**config.mk**
```make
export PLATFORM = sky130hd
export DESIGN_NAME = mem_port_arbiter
export DESIGN_NICKNAME = d
export VERILOG_FILES = /design/src/rtl/mem_arb_pkg.sv /design/src/rtl/mem_arb_resp_buf.sv /design/src/rtl/mem_port_arbiter.sv
export SDC_FILE = /design/constraint.sdc
export NUM_CORES = 1
export LEC_CHECK = 0
export BUFFER_PORTS_ARGS = -buffer_cell sky130_fd_sc_hd__buf_2
export CAP_MARGIN = 20
export CELL_PAD_IN_SITES_DETAIL_PLACEMENT = 2
export CELL_PAD_IN_SITES_GLOBAL_PLACEMENT = 2
export CORE_MARGIN = 1
export CORE_UTILIZATION = 21
export DETAILED_ROUTE_END_ITERATION = 12
export GPL_TIMING_DRIVEN = 0
export HOLD_SLACK_MARGIN = 0.12
export PLACE_DENSITY = 0.89
export SYNTH_ARGS = -nofsm -noshare
export SYNTH_HDL_FRONTEND = slang
export SYNTH_HIERARCHICAL = 1
export SYNTH_SLANG_ARGS = --single-unit
export TNS_END_PERCENT = 1
```
**constraint.sdc**
```tcl
create_clock -name clk -period 2.4 [get_ports clk]
set_clock_uncertainty 0.1 [all_clocks]
set_input_delay 0.36 -clock clk [delete_from_list [all_inputs] [get_ports clk]]
set_output_delay 0.36 -clock clk [all_outputs]
set_load 0.01 [all_outputs]
```
**src/rtl/mem_arb_pkg.sv**
```systemverilog
// Shared types for the memory port arbiter: response FSM states, response owner
// encoding and the starvation counter width helper.
package mem_arb_pkg;

  typedef enum logic [1:0] {
    ARB_IDLE = 2'd0,
    ARB_RESP = 2'd1,
    ARB_HOLD = 2'd2
  } arb_state_e;

  typedef enum logic [1:0] {
    OWN_NONE = 2'd0,
    OWN_IF   = 2'd1,
    OWN_D    = 2'd2
  } owner_e;

  // Bits needed to count 0..max_count inclusive.
  function automatic int starve_w(input int max_count);
    return (max_count < 1) ? 1 : $clog2(max_count + 1);
  endfunction

endpackage

```
**src/rtl/mem_arb_resp_buf.sv**
```systemverilog
// Response routing for the memory port arbiter: remembers who owns the read in
// flight and keeps the read data stable while the pipeline is held.
module mem_arb_resp_buf
  import mem_arb_pkg::*;
#(
  parameter int DATA_W = 32
) (
  input  logic              clk,
  input  logic              rst_b,
  input  arb_state_e        state,
  input  arb_state_e        state_next,
  input  owner_e            grant_owner,
  input  logic              latch_en,
  input  logic [DATA_W-1:0] mem_rdata,
  output logic              if_rvalid,
  output logic [DATA_W-1:0] if_rdata,
  output logic              d_rvalid,
  output logic [DATA_W-1:0] d_rdata
);

  owner_e            owner_q;
  logic [DATA_W-1:0] buf_q;
  logic [DATA_W-1:0] resp_data;
  logic              resp_active;

  always_ff @(posedge clk) begin
    if (rst_b) begin
      owner_q <= OWN_NONE;
      buf_q   <= '0;
    end else begin
      if (latch_en)
        buf_q <= mem_rdata;
      if (grant_owner != OWN_NONE)
        owner_q <= grant_owner;
      else if (state_next == ARB_IDLE)
        owner_q <= OWN_NONE;
    end
  end

  // Fresh data comes straight from memory; once held, the buffer takes over.
  always_comb begin
    resp_active = (state != ARB_IDLE);
    resp_data   = (state == ARB_HOLD) ? buf_q : mem_rdata;
    if_rvalid   = resp_active && (owner_q == OWN_IF);
    d_rvalid    = resp_active && (owner_q == OWN_D);
    if_rdata    = if_rvalid ? resp_data : '0;
    d_rdata     = d_rvalid ? resp_data : '0;
  end

endmodule

```
**src/rtl/mem_port_arbiter.sv**
```systemverilog
// Arbitrates the single synchronous memory port between fetch and data accesses.
// Define MEM_ARB_STARVE_GUARD_EN to let a starved fetch win one grant.
module mem_port_arbiter
  import mem_arb_pkg::*;
#(
  parameter int ADDR_W     = 32,
  parameter int DATA_W     = 32,
  parameter int STARVE_MAX = 4
) (
  input  logic              clk,
  input  logic              rst_b,
  input  logic              ext_hold_top,
  input  logic              if_req,
  input  logic [ADDR_W-1:0] if_addr,
  output logic              if_gnt,
  output logic              if_rvalid,
  output logic [DATA_W-1:0] if_rdata,
  input  logic              d_req,
  input  logic              d_wen,
  input  logic [ADDR_W-1:0] d_addr,
  input  logic [DATA_W-1:0] d_wdata,
  output logic              d_gnt,
  output logic              d_rvalid,
  output logic [DATA_W-1:0] d_rdata,
  output logic              hold_if_req,
  output logic              hold_d_req,
  output logic              mem_cs_en_ctl,
  output logic              mem_wen_ctl,
  output logic [ADDR_W-1:0] mem_addr_ctl,
  output logic [DATA_W-1:0] mem_wdata_ctl,
  input  logic [DATA_W-1:0] mem_rdata_top,
  output logic [1:0]        dbg_state
);

  // Handshake: a request is a level held by the requester; the cycle in which
  // its gnt is 1 is the cycle the access is issued. Read data returns exactly
  // one cycle later with rvalid, or stays valid longer while ext_hold_top holds.

  arb_state_e state_q, state_next;
  owner_e     grant_owner;
  logic       may_grant;
  logic       starve_win;
  logic       latch_en;

  assign may_grant = ~ext_hold_top & (state_q != ARB_HOLD);

`ifdef MEM_ARB_STARVE_GUARD_EN
  localparam int SW = starve_w(STARVE_MAX);
  logic [SW-1:0] starve_cnt;

  assign starve_win = (starve_cnt == SW'(STARVE_MAX));

  always_ff @(posedge clk) begin
    if (rst_b)
      starve_cnt <= '0;
    else if (if_gnt || !if_req)
      starve_cnt <= '0;
    else if (!ext_hold_top && !starve_win)
      starve_cnt <= starve_cnt + SW'(1);
  end
`else
  // Strict data priority; only a negative threshold could ever be true here.
  assign starve_win = (STARVE_MAX < 0);
`endif

  always_comb begin
    if_gnt        = may_grant & if_req & (~d_req | starve_win);
    d_gnt         = may_grant & d_req & ~if_gnt;
    hold_if_req   = if_req & ~if_gnt;
    hold_d_req    = d_req & ~d_gnt;
    mem_cs_en_ctl = if_gnt | d_gnt;
    mem_wen_ctl   = d_gnt & d_wen;
    mem_addr_ctl  = '0;
    mem_wdata_ctl = '0;
    grant_owner   = OWN_NONE;
    if (d_gnt) begin
      mem_addr_ctl  = d_addr;
      mem_wdata_ctl = d_wdata;
      if (!d_wen)
        grant_owner = OWN_D;
    end else if (if_gnt) begin
      mem_addr_ctl = if_addr;
      grant_owner  = OWN_IF;
    end
  end

  always_comb begin
    state_next = state_q;
    case (state_q)
      ARB_IDLE: state_next = (grant_owner != OWN_NONE) ? ARB_RESP : ARB_IDLE;
      ARB_RESP: begin
        if (ext_hold_top)
          state_next = ARB_HOLD;
        else
          state_next = (grant_owner != OWN_NONE) ? ARB_RESP : ARB_IDLE;
      end
      ARB_HOLD: state_next = ext_hold_top ? ARB_HOLD : ARB_IDLE;
      default:  state_next = ARB_IDLE;
    endcase
  end

  always_ff @(posedge clk) begin
    if (rst_b)
      state_q <= ARB_IDLE;
    else
      state_q <= state_next;
  end

  assign latch_en  = (state_q == ARB_RESP) & ext_hold_top;
  assign dbg_state = state_q;

  mem_arb_resp_buf #(.DATA_W(DATA_W)) u_resp_buf (
    .clk        (clk),
    .rst_b      (rst_b),
    .state      (state_q),
    .state_next (state_next),
    .grant_owner(grant_owner),
    .latch_en   (latch_en),
    .mem_rdata  (mem_rdata_top),
    .if_rvalid  (if_rvalid),
    .if_rdata   (if_rdata),
    .d_rvalid   (d_rvalid),
    .d_rdata    (d_rdata)
  );

endmodule
```
==> reports/results.txt, run 1 <==
status -> finished, final reports clean
chip width -> 131 um
worst hold path type -> input port to register
switching portion of total power -> 30.5%
dpl hpwl -> 13700 um
worst setup path start -> dbg_state[1]$_SDFF_PP0_
initial cell density of the core -> 21.8%
Die ar. -> 17200 um^2
Total Wirelength -> 16500 um
achievable clock frequency -> 462 MHz
CTS Root Cell -> clkbuf_16
Ports -> 272
Hold Crit Start -> rst_b
max-slew violations -> 0
sw power -> 548 uW
Synth Instances -> 442
LEAKAGE -> 2.58 nW
Seq/Total Area, Yosys -> 20.6%
Crit Path Max Fanout -> 10
CP Capture Type -> output port
largest family of logic cells by synthesized area -> simple AND/OR/NAND/NOR gates
Num CTS Buffers -> 5
Fillers -> 1949
commonest non-fill, non-tap cell in the layout -> buf_2
clk_lat worst skew -> 0.28 ns
clock power share -> 34.3%
post-route design area -> 5240 um^2
drt wl/cell -> 17.7 um
# rows -> 46
Internal -> 1.25 mW
first-pass GRT wire length -> 24300 um
worst path buffer plus inverter count -> 2
Final Hold Fails -> 0
placed cell areas -> 5100 um^2
# DRC -> 0
largest net degree at the start of global routing -> 11
Final ANT Viol Nets -> 0
CP required -> 1.94 ns
post-synthesis adder-cell area fraction -> 0%
Synth Cell Area -> 3490 um^2
critical path arrival -> 1.71 ns
Flop pwr share -> 34.7%
Setup CP Type -> register to output port
gr usage total -> 18.5%
RSZ-0062 raised after global routing -> no
Synth Area in Simple Gates -> 43.1%
final worst-path cycle share -> 90.2%
GRT overflow -> 0
delay-heaviest family, CP -> simple AND/OR/NAND/NOR gates
Final setup viols -> 0
CORE AREA -> 16100 um^2
Fin Setup TNS -> 0 ns
1st-iter DRT viols -> 90
#FFs+latches synth -> 36
DRT Pass-1 Iters -> 4
crit path launch type -> register
worst vdd ir -> 188 uV
Compound-Gate Fraction of Synth Area -> 16.1%
CTS tree -> built
post-synthesis cell type count -> 32
worst reg2reg path startpoint -> dbg_state[0]$_SDFF_PP0_
Tmin final -> 2.17 ns
CTS Sinks -> 36
clock slew at reported path FFs -> 0.06 ns
CP max-delay cell -> dfxtp_2
CP peak stage delay -> 0.45 ns
Nets -> 851
initial antenna violation count -> 1
crit path cell chain -> nor2b_4, clkbuf_1, and4bb_2, buf_2
Clock Path Buffers -> 2
PortBufs -> 268
MaxCap Viol Count -> 0
cell area power density -> 343 nW/um^2
most frequent cells in the layout -> 288 x buf_2, 102 x nor2_1, 35 x dfxtp_1, 33 x nand3b_1
Tot Pwr -> 1.80 mW
Slew headroom -> 68.1%
reg2reg setup slack -> 0.60 ns
Slew @ Worst Pin -> 0.471 ns
DR vias/cell -> 4.65
routability cong. -> 0.853
YS warnings -> 6
vias -> 4340
post-synthesis mux area share -> 9.17%
Die Ht -> 131 um
hold buffers post-CTS -> 0
Synth Area in XOR/XNOR -> 0%
layout cells sized above 1 -> 51.0%
post-synth net total -> 576
CTS H-Tree Depth -> 2
Ant. Diodes -> 0
P&R area growth vs syn -> 50.0%
Logic pwr share -> 31.0%
Mean Syn Cell Area -> 7.90 um^2
vias in the first global route -> 4505
## power by group through the flow
stage               registers, mW  logic [mW]  clock network, mW
finish                      0.624       0.557              0.618
global route                0.626       0.608              0.669
CTS                         0.624       0.568              0.655
detailed placement          0.637       0.566                  0
global placement            0.636       0.553                  0
floorplan                   0.634       0.298                  0
## stage by stage
| step | hold slack (ns) | setup slack (ns) | util [%] | cells |
|---|---|---|---|---|
| 4_1_cts | 0.171 | 0.00724 | 32.6 | 933 |
| 6_report | 0.174 | 0.235 | 32.6 | 933 |
| 5_1_grt | 0.182 | 0.115 | 32.6 | 933 |
| 2_1_floorplan | 0.338 | 0.714 | - | 442 |
| 3_3_place_gp | 0.363 | 0.320 | 31.8 | 926 |
| 3_5_place_dp | 0.379 | 0.327 | 31.8 | 926 |
## final cells by class
class	instances	area, um^2	share of cell area [%]
sequential	36	722	13.8
inverter	2	7.51	0.143
timing repair buffer	268	1340	25.6
buffer	57	375	7.16
clock buffer	6	129	2.46
tap	216	270	5.16
clock inverter	1	5.00	0.0955
multi-input combinational	347	2390	45.6
## worst paths after layout
kind / end / depth (start not counted)
worst max-delay path: mem_wdata_ctl[24] / 4
worst min-delay path: dbg_state[0]$_SDFF_PP0_ / 2
worst max register to register: u_resp_buf/buf_q[18]$_SDFFE_PP0P_ / 6
worst min register to register: u_resp_buf/buf_q[13]$_SDFFE_PP0P_ / 2
## cells in the mapped netlist
cell type / instances / share of area [%]
and4bb_2: 17 / 6.1
o31a_1: 1 / 0.25
nand3b_1: 33 / 7.1
and3b_1: 32 / 8.0
or2_2: 1 / 0.18
mux2i_1: 32 / 9.2
clkbuf_1: 16 / 1.7
and2b_1: 1 / 0.21
nor3b_1: 1 / 0.21
nor3_1: 2 / 0.29
buf_2: 20 / 2.9
buf_6: 12 / 3.9
o211a_1: 1 / 0.29
nand2_1: 32 / 3.4
dfxtp_1: 36 / 21
nor2_1: 102 / 11
inv_1: 2 / 0.21
buf_4: 6 / 1.3
and2_1: 1 / 0.18
clkbuf_2: 1 / 0.14
nand2b_1: 2 / 0.36
a211oi_1: 32 / 6.9
nor2b_4: 1 / 0.39
a211o_1: 1 / 0.25
a21oi_1: 4 / 0.57
buf_8: 2 / 0.86
a31oi_1: 1 / 0.18
o21a_1: 2 / 0.43
nor4b_1: 3 / 0.75
a21oi_2: 29 / 7.3
nor4bb_1: 14 / 4.0
nor4bb_2: 2 / 0.93
## worst reg2reg max path, delay by kind of cell (launching register included)
kind | cells | cell delay, ns
multiplexers | 1 | 0.25
flip-flops | 1 | 0.48
buffers and inverters | 2 | 0.44
AND/OR/NAND/NOR | 3 | 0.40
## registers in the layout (all words and copies together) (netlist names)
| signal | count |
|---|---|
| dbg_state | 2 |
| u_resp_buf/owner_q | 2 |
| u_resp_buf/buf_q | 32 |
## per-layer routing
metal | up-vias | wire length (um) | GRT usage, %
li1 | 2103 | - | -
met1 | 2062 | 6420 | 20.0
met2 | 163 | 8800 | 36.1
met3 | 10 | 1150 | 5.09
met4 | 2 | 91 | 2.97
met5 | - | 13 | 0
## kinds of logic after synthesis
kind of cell / count (synthesis)
multiplexers: 32
AO/OA/AOI/OAI: 71
AND/OR/NAND/NOR: 244
buffers and inverters: 59
flip-flops: 36
## timing repair
action,in CTS,in global routing
setup buffers,0,0
hold endpoints to repair,0,0
setup endpoints to repair,0,6
gates resized for setup,0,1
Power figures use the tool's default switching activity.
==> run 2: changes to the inputs <==
--- a/config.mk
+++ b/config.mk
@@ -15,6 +15,7 @@
 export GPL_TIMING_DRIVEN = 0
 export HOLD_SLACK_MARGIN = 0.12
 export PLACE_DENSITY = 0.89
+export REMOVE_ABC_BUFFERS = 1
 export SYNTH_ARGS = -nofsm -noshare
 export SYNTH_HDL_FRONTEND = slang
 export SYNTH_HIERARCHICAL = 1
==> run 2 against run 1 <==
  * Sequential power increased by 1%
  * Flip-flop and latch count unchanged
  * Via count decreased by 3.5%
  * Global-route usage decreased by 0.91 points
  * Die area unchanged
  * Clock-buffer cell count decreased by 1
  * Worst hold slack improved by 0.077 ns
==> reports/results.txt, run 2 (same netlist as run 1, synthesis figures left out) <==
status -> finished, final reports clean
initial cell density of the core -> 21.8%
Clock Path Buffers -> 2
RSZ-0062 raised after global routing -> no
Hold Crit Start -> mem_rdata_top[3]
CTS tree -> built
Die ar. -> 17200 um^2
Total Wirelength -> 15800 um
1st-iter DRT viols -> 101
initial antenna violation count -> 0
commonest non-fill, non-tap cell in the layout -> buf_2
Fin Setup TNS -> 0 ns
most frequent cells in the layout -> 271 x buf_2, 102 x nor2_1, 34 x dfxtp_1, 33 x nand3b_1
achievable clock frequency -> 442 MHz
Final Hold Fails -> 0
DR vias/cell -> 4.70
Ports -> 272
crit path launch type -> register
PortBufs -> 271
routed wl met2 -> 8430 um
CP Capture Type -> output port
crit path cell chain -> nor2b_4, buf_12, nor4bb_1, buf_2
MaxCap Viol Count -> 0
post-route design area -> 5110 um^2
worst vdd ir -> 249 uV
Slew headroom -> 47.7%
gr usage total -> 17.6%
delay-heaviest family, CP -> flip-flops
dpl hpwl -> 11800 um
non-filler cells, final -> 891
CP max-delay cell -> dfxtp_4
final worst-path cycle share -> 94.4%
vias -> 4188
Nets -> 808
first-pass GRT wire length -> 23700 um
met3 WL post-DR -> 1130 um
Num CTS Buffers -> 5
Die Ht -> 131 um
routability cong. -> 0.762
worst reg2reg path startpoint -> dbg_state[0]$_SDFF_PP0_
Tmin final -> 2.26 ns
Ant. Diodes -> 0
max-slew violations -> 0
Setup CP Type -> register to output port
Final setup viols -> 0
CTS Root Cell -> clkbuf_16
LEAKAGE -> 2.48 nW
CTS H-Tree Depth -> 2
drt wl/cell -> 17.7 um
Most flops, register -> u_resp_buf/buf_q
Crit Path Max Fanout -> 38
worst setup path start -> dbg_state[0]$_SDFF_PP0_
vias in the first global route -> 4342
P&R area growth vs syn -> 46.2%
Slew @ Worst Pin -> 0.785 ns
placed cell areas -> 4900 um^2
CORE AREA -> 16100 um^2
CP peak stage delay -> 0.62 ns
CP required -> 1.94 ns
cell area power density -> 352 nW/um^2
Placed Cells incl. Taps -> 879
Max Used Layer -> met4
DRT Pass-1 Iters -> 4
critical path arrival -> 1.80 ns
max reg flops -> 32
hold buffers post-CTS -> 0
largest net degree at the start of global routing -> 68
clk_lat worst skew -> 0.28 ns
# DRC -> 0
GRT overflow -> 0
worst hold path type -> input port to register
# rows -> 46
worst path buffer plus inverter count -> 2
CTS Sinks -> 36
Hold Slack -> 0.251 ns
wire length on met1 -> 6060 um
chip width -> 131 um
Final ANT Viol Nets -> 0
clock slew at reported path FFs -> 0.06 ns
layout cells sized above 1 -> 51.0%
==> run 2: worst paths after layout <==
path / endpoint / slack [ns] / depth (start not counted)
min reg2reg: u_resp_buf/buf_q[13]$_SDFFE_PP0P_ / 0.39 / 2
max reg2reg: u_resp_buf/buf_q[1]$_SDFFE_PP0P_ / 0.46 / 5
min: u_resp_buf/buf_q[3]$_SDFFE_PP0P_ / 0.25 / 3
max: mem_wdata_ctl[16] / 0.14 / 4
==> run 2: timing repair <==
item,CTS,global route
setup buffers,3,0
endpoints found under the setup margin,72,15
resized for setup,1,2
cloned,1,0
==> run 2: cell type report <==
cell class / count / area (um^2)
fill: 1908 / 11000
tap: 216 / 270
clock buffer: 5 / 125
sequential: 36 / 726
multi-input combinational: 348 / 2410
clock inverter: 3 / 18.8
inverter: 2 / 7.51
timing repair buffer: 281 / 1550
==> run 2: metal layers <==
metal | track usage, % | vias to the layer above
li1 | - | 2023
met1 | 19.0 | 1990
met3 | 4.19 | 8
met4 | 2.64 | 0
met2 | 35.0 | 167
met5 | 0 | -
==> run 2: worst min-delay path, cell delays in order <==
cell     delay, ns
buf_2         0.09
mux2i_1       0.06
nor2_1        0.07
==> run 2: report_power, final <==
group	internal (mW)	switching, mW	leakage, nW
registers	0.613	0.0189	0.293
clock network	0.383	0.261	0.0736
logic	0.246	0.277	2.11
total	1.24	0.557	2.48
==> run 2: stage by stage <==
stage | power [mW] | setup WS [ns] | utilization [%]
6_report | 1.80 | 0.136 | 31.8
5_1_grt | 1.89 | 0.0105 | 31.8
4_1_cts | 1.83 | -0.00222 | 31.8
3_5_place_dp | 1.16 | -0.319 | 30.5
3_3_place_gp | 1.13 | -2.42 | 29.5
2_1_floorplan | 0.856 | -1.31 | -
==> run 3: changes to the inputs <==
--- a/config.mk
+++ b/config.mk
@@ -5,12 +5,13 @@
 export SDC_FILE = /design/constraint.sdc
 export NUM_CORES = 1
 export LEC_CHECK = 0
+export ABC_AREA = 1
 export BUFFER_PORTS_ARGS = -buffer_cell sky130_fd_sc_hd__buf_2
 export CAP_MARGIN = 20
 export CELL_PAD_IN_SITES_DETAIL_PLACEMENT = 2
 export CELL_PAD_IN_SITES_GLOBAL_PLACEMENT = 2
 export CORE_MARGIN = 1
-export CORE_UTILIZATION = 21
+export CORE_UTILIZATION = 17
 export DETAILED_ROUTE_END_ITERATION = 12
 export GPL_TIMING_DRIVEN = 0
 export HOLD_SLACK_MARGIN = 0.12
==> run 3 against run 2 <==
  * Critical path depth grew 3
  * Register-to-register slack gained 0.21 ns
  * Synthesized area decreased by 17%
  * Sequential share of layout area is 1.8 points higher
  * Sequential power increased by 2%
  * Flip-flop and latch count is the same
  * Routed wire length shrank 12%
  * Final cell count is 8.8% higher
  * Power increased by 5.7%
==> reports/results.txt, run 3 <==
drt wl/cell -> 14.3 um
vias in the first global route -> 4154
achievable clock frequency -> 457 MHz
Final setup viols -> 0
Synth Instances -> 497
max reg flops -> 32
most frequent cells in the layout -> 271 x buf_2, 131 x nor2_1, 126 x nand2_1, 76 x inv_1, 34 x dfxtp_1
Nets -> 882
Tmin final -> 2.19 ns
clk_lat worst skew -> 0.28 ns
# DRC -> 0
routability cong. -> 0.777
LEAKAGE -> 2.83 nW
Yosys top cell by area -> dfxtp_1
initial antenna violation count -> 0
CP Capture Type -> output port
Num CTS Buffers -> 5
Crit Path Max Fanout -> 17
fin util -> 27.1%
CTS Sinks -> 36
Die Ht -> 133 um
Synth Cell Area -> 2910 um^2
CP required -> 1.94 ns
Clock Path Buffers -> 2
Ports -> 272
final worst-path cycle share -> 91.2%
GRT overflow -> 0
post-synthesis cell type count -> 24
worst hold path type -> input port to register
critical path arrival -> 1.73 ns
Seq/Total Area, Yosys -> 24.7%
1st-iter DRT viols -> 95
YS warnings -> 6
status -> finished, final reports clean
commonest non-fill, non-tap cell in the layout -> buf_2
# rows -> 47
Fillers -> 2110
async set-reset flop share out of synthesis -> 0%
vias -> 4026
first-pass GRT wire length -> 21400 um
CP peak stage delay -> 0.43 ns
cell area power density -> 422 nW/um^2
Slew headroom -> 52.7%
Tot Pwr -> 1.90 mW
worst vdd ir -> 243 uV
MaxCap Viol Count -> 0
Final ANT Viol Nets -> 0
most common cell in the synthesized netlist -> nor2_1
Total Wirelength -> 13800 um
crit path cell chain -> inv_2, nand2_4, nand3_4, nor2_4, nand2_1, nand2_1, buf_2
crit path launch type -> register
CP max-delay cell -> nor2_4
P&R area growth vs syn -> 54.7%
DR vias/cell -> 4.15
CTS H-Tree Depth -> 2
dpl hpwl -> 11200 um
clock slew at reported path FFs -> 0.06 ns
Final Hold Fails -> 0
commonest cells in the netlist -> 132 x nor2_1, 126 x nand2_1, 76 x inv_1, 36 x dfxtp_1, 33 x a211oi_1
chip width -> 133 um
CORE AREA -> 16600 um^2
CTS Root Cell -> clkbuf_16
Die ar. -> 17700 um^2
Most flops, register -> u_resp_buf/buf_q
initial cell density of the core -> 17.5%
Post-synth top flop -> dfxtp_1
Setup CP Type -> register to output port
hold buffers post-CTS -> 0
largest net degree at the start of global routing -> 65
Multi-input gate area -> 1630 um^2
CTS tree -> built
Post-synth EDFFs -> 0
Slew @ Worst Pin -> 0.710 ns
Fin Setup TNS -> 0 ns
PortBufs -> 271
max-slew violations -> 0
top-area cell type share of the netlist area -> 24.7%
CP dominant cell by count -> nand2_1
Hold Slack -> 0.237 ns
Mean Syn Cell Area -> 5.86 um^2
layout cells sized above 1 -> 41.3%
RSZ-0062 raised after global routing -> no
top cells by area, synth -> dfxtp_1 25%, nor2_1 17%, nand2_1 16%, inv_1 9.8%, a211oi_1 8.5%
DRT Pass-1 Iters -> 4
register area -> 723 um^2
Ant. Diodes -> 0
gr usage total -> 15.2%
#FFs+latches synth -> 36
-- run 3: changes by cell type in the layout (fill, tap and decap cells not counted), sizes merged, moves of 7 or more --
cell / before / now
a21oi: 33 / 4
and3b: 32 / 0
and4bb: 17 / 0
buf: 281 / 274
inv: 2 / 80
mux2i: 32 / 0
nand2: 32 / 134
nand3b: 33 / 0
nor2: 102 / 138
nor4bb: 16 / 0
o21ai: 0 / 32
-- run 3: critical path: cells and delay by family (launching register included) --
family | cells | cell delay (ns)
simple gates | 5 | 0.87
buf+inv | 2 | 0.20
flops | 1 | 0.38
-- run 3: cell families after synthesis --
kind of cell | count (synthesis) | synth area share, %
AND/OR/NAND/NOR | 278 | 39.1
buffers and inverters | 112 | 20.7
AO/OA/AOI/OAI | 71 | 15.5
flip-flops | 36 | 24.7
-- run 3: cell type report --
cell class                      count  share of cell area, %
Timing Repair Buffer              274                   31.1
Clock buffer                        5                   2.77
Clock inverter                      3                  0.943
Tap cell                          220                   6.10
Inverter                           80                   6.83
Sequential cell                    36                   16.0
Multi-Input combinational cell    351                   36.2
-- run 3: where the power goes --
part / internal [mW] / switching [mW] / leakage (nW)
clock: 0.488 / 0.269 / 0.0798
sequential: 0.626 / 0.0170 / 0.294
combinational: 0.204 / 0.298 / 2.45
total: 1.32 / 0.583 / 2.83
-- run 3: path summary, 6_finish.rpt --
path                            cells after the start                         startpoint  slack, ns                           endpoint
worst max register to register                      6            dbg_state[1]$_SDFF_PP0_       0.67  u_resp_buf/buf_q[29]$_SDFFE_PP0P_
worst min register to register                      2  u_resp_buf/buf_q[31]$_SDFFE_PP0P_       0.38  u_resp_buf/buf_q[31]$_SDFFE_PP0P_
worst max-delay path                                7            dbg_state[0]$_SDFF_PP0_       0.21                   mem_addr_ctl[11]
worst min-delay path                                3                  mem_rdata_top[30]       0.24  u_resp_buf/buf_q[30]$_SDFFE_PP0P_
-- run 3: layer usage --
layer / vias up / share of wire, % / track usage, %
met5: - / 0 / 0
met2: 175 / 52 / 29.6
li1: 2004 / - / -
met4: 0 / 1.6 / 3.96
met3: 14 / 7.6 / 3.64
met1: 1833 / 39 / 16.2
-- run 3: stage by stage --
step | area (um^2) | std cells | worst slack (ns)
after floorplan | 2610 | 465 | -0.654
after global placement | 4240 | 956 | -1.70
after detailed placement | 4270 | 957 | -0.0677
after CTS | 4470 | 967 | 0.0322
after global routing | 4510 | 969 | 0.0308
final | 4510 | 969 | 0.210
-- run 3: repair_timing --
item                                   4_1_cts  5_1_grt
gates cloned                                 2        0
setup endpoints to repair                   34       54
resized for setup                            6        2
endpoints found under the hold margin        0        0
pin swaps                                    1        1
buffers inserted                             0        2
